--- config.mk ---
export PLATFORM = sky130hd
export DESIGN_NAME = kpn_fifo_reader
export DESIGN_NICKNAME = d
export VERILOG_FILES = /design/src/rtl/kpn_fifo_reader.sv
export SDC_FILE = /design/constraint.sdc
export NUM_CORES = 1
export LEC_CHECK = 0
export ABC_AREA = 0
export CORE_UTILIZATION = 42
export DETAILED_ROUTE_END_ITERATION = 12
export HOLD_SLACK_MARGIN = 0.02
export PLACE_DENSITY = 0.84
export REMOVE_ABC_BUFFERS = 1
export SYNTH_ARGS = -nofsm -noshare
export SYNTH_HDL_FRONTEND = slang
export SYNTH_SLANG_ARGS = --single-unit
--- constraint.sdc ---
create_clock -name clk -period 3.9 [get_ports clk]
set_clock_uncertainty 0.2 [all_clocks]
set_input_delay 0.585 -clock clk [delete_from_list [all_inputs] [get_ports clk]]
set_output_delay 0.585 -clock clk [all_outputs]
set_load 0.005 [all_outputs]
--- src/rtl/kpn_fifo_reader.sv ---
// Purpose : consumer endpoint of a KPN channel FIFO; pops one token at a time and
//           presents it downstream on a valid/ready handshake.
// Latency : RD_LATENCY=1 -> token on out_valid 3 cycles after fifo_empty falls in IDLE;
//           steady state one token per 3 cycles with out_ready held high.
// Backpres: at most one token in flight; no read strobe is issued while a token
//           waits in HOLD, so a stalled consumer simply leaves tokens in the FIFO.
//
// Ports:
//   clk, reset           rising-edge clock, synchronous active-high reset
//   fifo_empty, fifo_rd  channel FIFO empty flag / one-cycle read strobe
//   fifo_data            channel FIFO read data, valid RD_LATENCY cycles after fifo_rd
//   out_data, out_valid  token presented downstream
//   out_ready            downstream accepts the token this cycle
//   tokens_read          delivered-token counter (only with KPN_READER_COUNT_EN
//                        defined; otherwise tied to zero and no flops exist)
//
// Parameters: BITS_NUMBER token width, COUNT_BITS counter width,
//             RD_LATENCY read latency of the FIFO (legal range 1..3).
// Optional feature macro: KPN_READER_COUNT_EN

module kpn_fifo_reader #(
  parameter int BITS_NUMBER = 16,
  parameter int COUNT_BITS  = 16,
  parameter int RD_LATENCY  = 1
) (
  input  logic                   clk,
  input  logic                   reset,
  input  logic                   fifo_empty,
  output logic                   fifo_rd,
  input  logic [BITS_NUMBER-1:0] fifo_data,
  output logic [BITS_NUMBER-1:0] out_data,
  output logic                   out_valid,
  input  logic                   out_ready,
  output logic [COUNT_BITS-1:0]  tokens_read
);

  typedef enum logic [1:0] {
    IDLE = 2'd0,
    REQ  = 2'd1,
    WAIT = 2'd2,
    HOLD = 2'd3
  } state_t;

  // Extra WAIT cycles beyond the first; 2 bits cover RD_LATENCY up to 3.
  localparam logic [1:0] WAIT_INIT = 2'(RD_LATENCY - 1);

  state_t     state;
  state_t     state_nxt;
  logic [1:0] wait_cnt;
  logic [1:0] wait_cnt_nxt;
  logic       capture;
  logic       handshake;

  // out_valid is high exactly while in HOLD, so this is the delivery event.
  assign handshake = out_valid & out_ready;

  always_comb begin
    state_nxt    = state;
    wait_cnt_nxt = wait_cnt;
    capture      = 1'b0;
    case (state)
      IDLE: begin
        if (!fifo_empty) begin
          state_nxt = REQ;
        end
      end
      REQ: begin
        // The strobe is already committed; empty is not looked at again here.
        wait_cnt_nxt = WAIT_INIT;
        state_nxt    = WAIT;
      end
      WAIT: begin
        if (wait_cnt != 2'd0) begin
          wait_cnt_nxt = wait_cnt - 2'd1;
        end else begin
          capture   = 1'b1;
          state_nxt = HOLD;
        end
      end
      HOLD: begin
        if (handshake) begin
          state_nxt = fifo_empty ? IDLE : REQ;
        end
      end
      default: begin
        state_nxt = IDLE;
      end
    endcase
  end

  // fifo_rd and out_valid are decoded from the next state so that they are
  // registered yet line up exactly with the REQ and HOLD cycles.
  always_ff @(posedge clk) begin
    if (reset) begin
      state     <= IDLE;
      wait_cnt  <= 2'd0;
      fifo_rd   <= 1'b0;
      out_valid <= 1'b0;
      out_data  <= '0;
    end else begin
      state     <= state_nxt;
      wait_cnt  <= wait_cnt_nxt;
      fifo_rd   <= (state_nxt == REQ);
      out_valid <= (state_nxt == HOLD);
      if (capture) begin
        out_data <= fifo_data;
      end
    end
  end

`ifdef KPN_READER_COUNT_EN
  logic [COUNT_BITS-1:0] tok_cnt;

  // Wraps naturally modulo 2**COUNT_BITS.
  always_ff @(posedge clk) begin
    if (reset) begin
      tok_cnt <= '0;
    end else if (handshake) begin
      tok_cnt <= tok_cnt + COUNT_BITS'(1);
    end
  end

  assign tokens_read = tok_cnt;
`else
  assign tokens_read = '0;
`endif

endmodule

==> qor.yml <==
timing:
  period_share_pct: 51.2
  finalWorstPathRequiredPeriod_ns: 2.00
  unrepaired_setup_endpoints_after_global_routing: "false"
  hold_viol_final: 0
  relSlewSlack_pct: 39.6
  finalSetupTns_ns: 0
  setup_viol: 0
  timing_worst_slew_pin_value_ns: 0.903
  max_freq_mhz: 501
  report.final.slew_viol_count: 0
pwr:
  power_density_nw_per_um2: 334
  p_leak_uw: 0.000488
  ir_worst_vdd_mv: 0.187
synth:
  mappedNetlistArea_um2: 1070
  async_reset_ff_share_pct: 0
  netlist_instances: 121
  post_synth_num_cell_types: 22
  synth-main-ff-cell: "sky130_fd_sc_hd__dfxtp_1"
  synth_seq_cells: 22
  synth.yosys.seq_area_share_pct: 41.3
  synth_enable_flop_cells: 0
  ys_warn_count: 0
  syn_avg_cell_area_um2: 8.82
die:
  chipHeight_um: 52.4
  design.portCount: 54
  die-area_um2: 2750
  core_region_area_um2: 2300
  initial_core_util_pct: 46.5
  die-width_um: 52.4
  rows: 17
layout:
  drive_above_1_share_pct: 12.4
  multi_input_comb_area_um2: 468
  register_area_um2: 440
  fillerInstances: 217
  final_area_um2: 1370
  num-nets-final: 175
  total_inserted_antenna_cells: 0
  area_growth_pct: 28.3
  layout.core_utilization_pct: 59.6
worst_setup_path:
  worst-path-stages: 1
  critical_path_class: "reg2out"
  worst_path_max_delay_cell: "sky130_fd_sc_hd__clkdlybuf4s50_1"
  arrival_ns: 1.21
  critical_path_buf_inv_count: 1
  path_delay_family: "buffers and inverters"
  crit_chain: "clkdlybuf4s50_1"
  setup.worst_path.end_class: "output pin"
  crit_path_max_fanout: 4
  setup.worst_path.start_class: "register"
  worstRegToRegCells: 5
  slowest_delay_ns: 0.51
  worst-endpoint-required_ns: 3.12
clock_tree:
  cts_made_buffers: 3
  cts_tree: "yes"
  ctsLongestPathBuffers: 2
  post-cts-setup-buffers: 0
  cts.repair.resized: 0
  clock_tree.htree_level_count: 1
  cts.hold.buffers_added: 0
  cts.root.buffer_cell: "sky130_fd_sc_hd__clkbuf_4"
  clk_pin_slew_ns: 0.11
  cts_sinks: 22
  clock_latency_ns: 0.31
routing:
  route.detailed.drc: 0
  route.antenna.remaining_nets: 0
  tritonroute_pass_1_iters: 4
  via_count: 865
  wl_per_cell_um: 12.0
  via_per_inst: 4.78
  dr.first_iter.drc_count: 15
  postRouteWirelength_mm: 2.17
global_routing:
  grt_antenna_before_repair: 0
  grtUsageTotal_pct: 17.7
  grt_use_met1_pct: 18.8
  grt.overflow.total: 0
  grt_pass1_wl_mm: 3.40
  met3_usage_pct: 4.35
  gr-usage-met2_pct: 30.6
  largest_net_degree_at_the_start_of_global_routing: 22
  number_of_global_route_vias_before_repair: 795
  grt_busiest_layer: "met2"
flow_run:
  max_cap_viol_count: 0
worst_hold_path:
  whs_path_depth: 2
  worstHoldPathType: "reg2reg"
placed_design:
  port_buffers: 37
  postPlaceCellArea_um2: 1330
  routabilityCongestion: 0.666
  hpwl_after_detailed_placement_mm: 1.55
status:
  status: "finished, final reports clean"
[layout by cell type (no fill, tap or decap), types with 2 or more instances in the layout]
cell / count
sky130_fd_sc_hd__nor3_1: 2
sky130_fd_sc_hd__inv_1: 5
sky130_fd_sc_hd__conb_1: 16
sky130_fd_sc_hd__a21oi_2: 10
sky130_fd_sc_hd__nand2_2: 4
sky130_fd_sc_hd__clkdlybuf4s50_1: 37
sky130_fd_sc_hd__o211ai_1: 3
sky130_fd_sc_hd__dfxtp_1: 22
sky130_fd_sc_hd__clkbuf_4: 3
sky130_fd_sc_hd__nand2_1: 28
sky130_fd_sc_hd__a31oi_1: 3
sky130_fd_sc_hd__nor4b_1: 2
sky130_fd_sc_hd__a21oi_1: 10
[cells by family after synthesis]
family	count (synthesis)	share of synthesized area, %
compound gates	27	17.7
fa+ha+maj	1	1.17
buf+inv	29	20.2
flops	22	41.3
other cells	1	0.351
simple gates	41	19.3
[metrics by stage]
| step | total power [uW] | instances | hold WS [ns] | setup WS (ns) |
|---|---|---|---|---|
| after detailed placement | 337 | 177 | 0.251 | 1.58 |
| after floorplan | 285 | 112 | 0.247 | 2.26 |
| after global placement | 335 | 177 | 0.246 | 1.61 |
| final | 457 | 181 | 0.262 | 1.90 |
| after CTS | 460 | 181 | 0.267 | 1.89 |
| after global routing | 484 | 181 | 0.287 | 1.77 |
[worst paths after layout]
check | from | end | slack (ns)
worst min register to register | out_data[10] | out_data[10] | 0.26
worst max-delay path | out_valid | out_valid | 1.90
worst max register to register | wait_cnt[0] | out_data[14] | 1.91
worst min-delay path | out_data[10] | out_data[10] | 0.26
[layout make-up]
type | instances | area share (%)
Clock buffer | 4 | 2.65
Inverter | 5 | 1.37
Multi-Input combinational cell | 85 | 34.2
Sequential cell | 22 | 32.2
Tap cell | 28 | 2.56
Timing Repair Buffer | 37 | 27.1
[worst register-to-register path, stage by stage, from the launching register on]
cell	delay [ns]
sky130_fd_sc_hd__dfxtp_1	0.36
sky130_fd_sc_hd__inv_1	0.07
sky130_fd_sc_hd__ha_1	0.35
sky130_fd_sc_hd__and3b_1	0.63
sky130_fd_sc_hd__nand2_1	0.17
sky130_fd_sc_hd__a21oi_2	0.14
[power by group]
group / switching [uW] / leakage, uW / internal, uW / total (uW)
clock: 67.1 / 0.0000210 / 57.2 / 124
sequential: 10.7 / 0.000179 / 237 / 248
combinational: 37.2 / 0.000287 / 47.3 / 84.6
total: 115 / 0.000488 / 342 / 457
[synthesized netlist by cell type (2+ instances only)]
cell	n	area (um^2)
sky130_fd_sc_hd__a21oi_1	10	50.1
sky130_fd_sc_hd__a21oi_2	10	87.6
sky130_fd_sc_hd__a31oi_1	3	18.8
sky130_fd_sc_hd__buf_2	3	15.0
sky130_fd_sc_hd__buf_4	17	128
sky130_fd_sc_hd__buf_6	3	33.8
sky130_fd_sc_hd__dfxtp_1	22	440
sky130_fd_sc_hd__inv_1	5	18.8
sky130_fd_sc_hd__nand2_1	28	105
sky130_fd_sc_hd__nand2_2	4	25.0
sky130_fd_sc_hd__nor3_1	2	10.0
sky130_fd_sc_hd__nor4b_1	2	17.5
sky130_fd_sc_hd__o211ai_1	3	22.5
[registers in the layout, indices dropped and copies added (netlist names)]
signal / flops
fifo_rd: 1
out_data: 16
out_valid: 1
state: 2
wait_cnt: 2
[layer usage]
layer	up-vias	part of all wire, %
met3	7	7.4
met2	41	49
met1	389	40
met5	-	0
li1	428	-
met4	0	3.1
No activity file was read; power rests on OpenSTA's default activity.
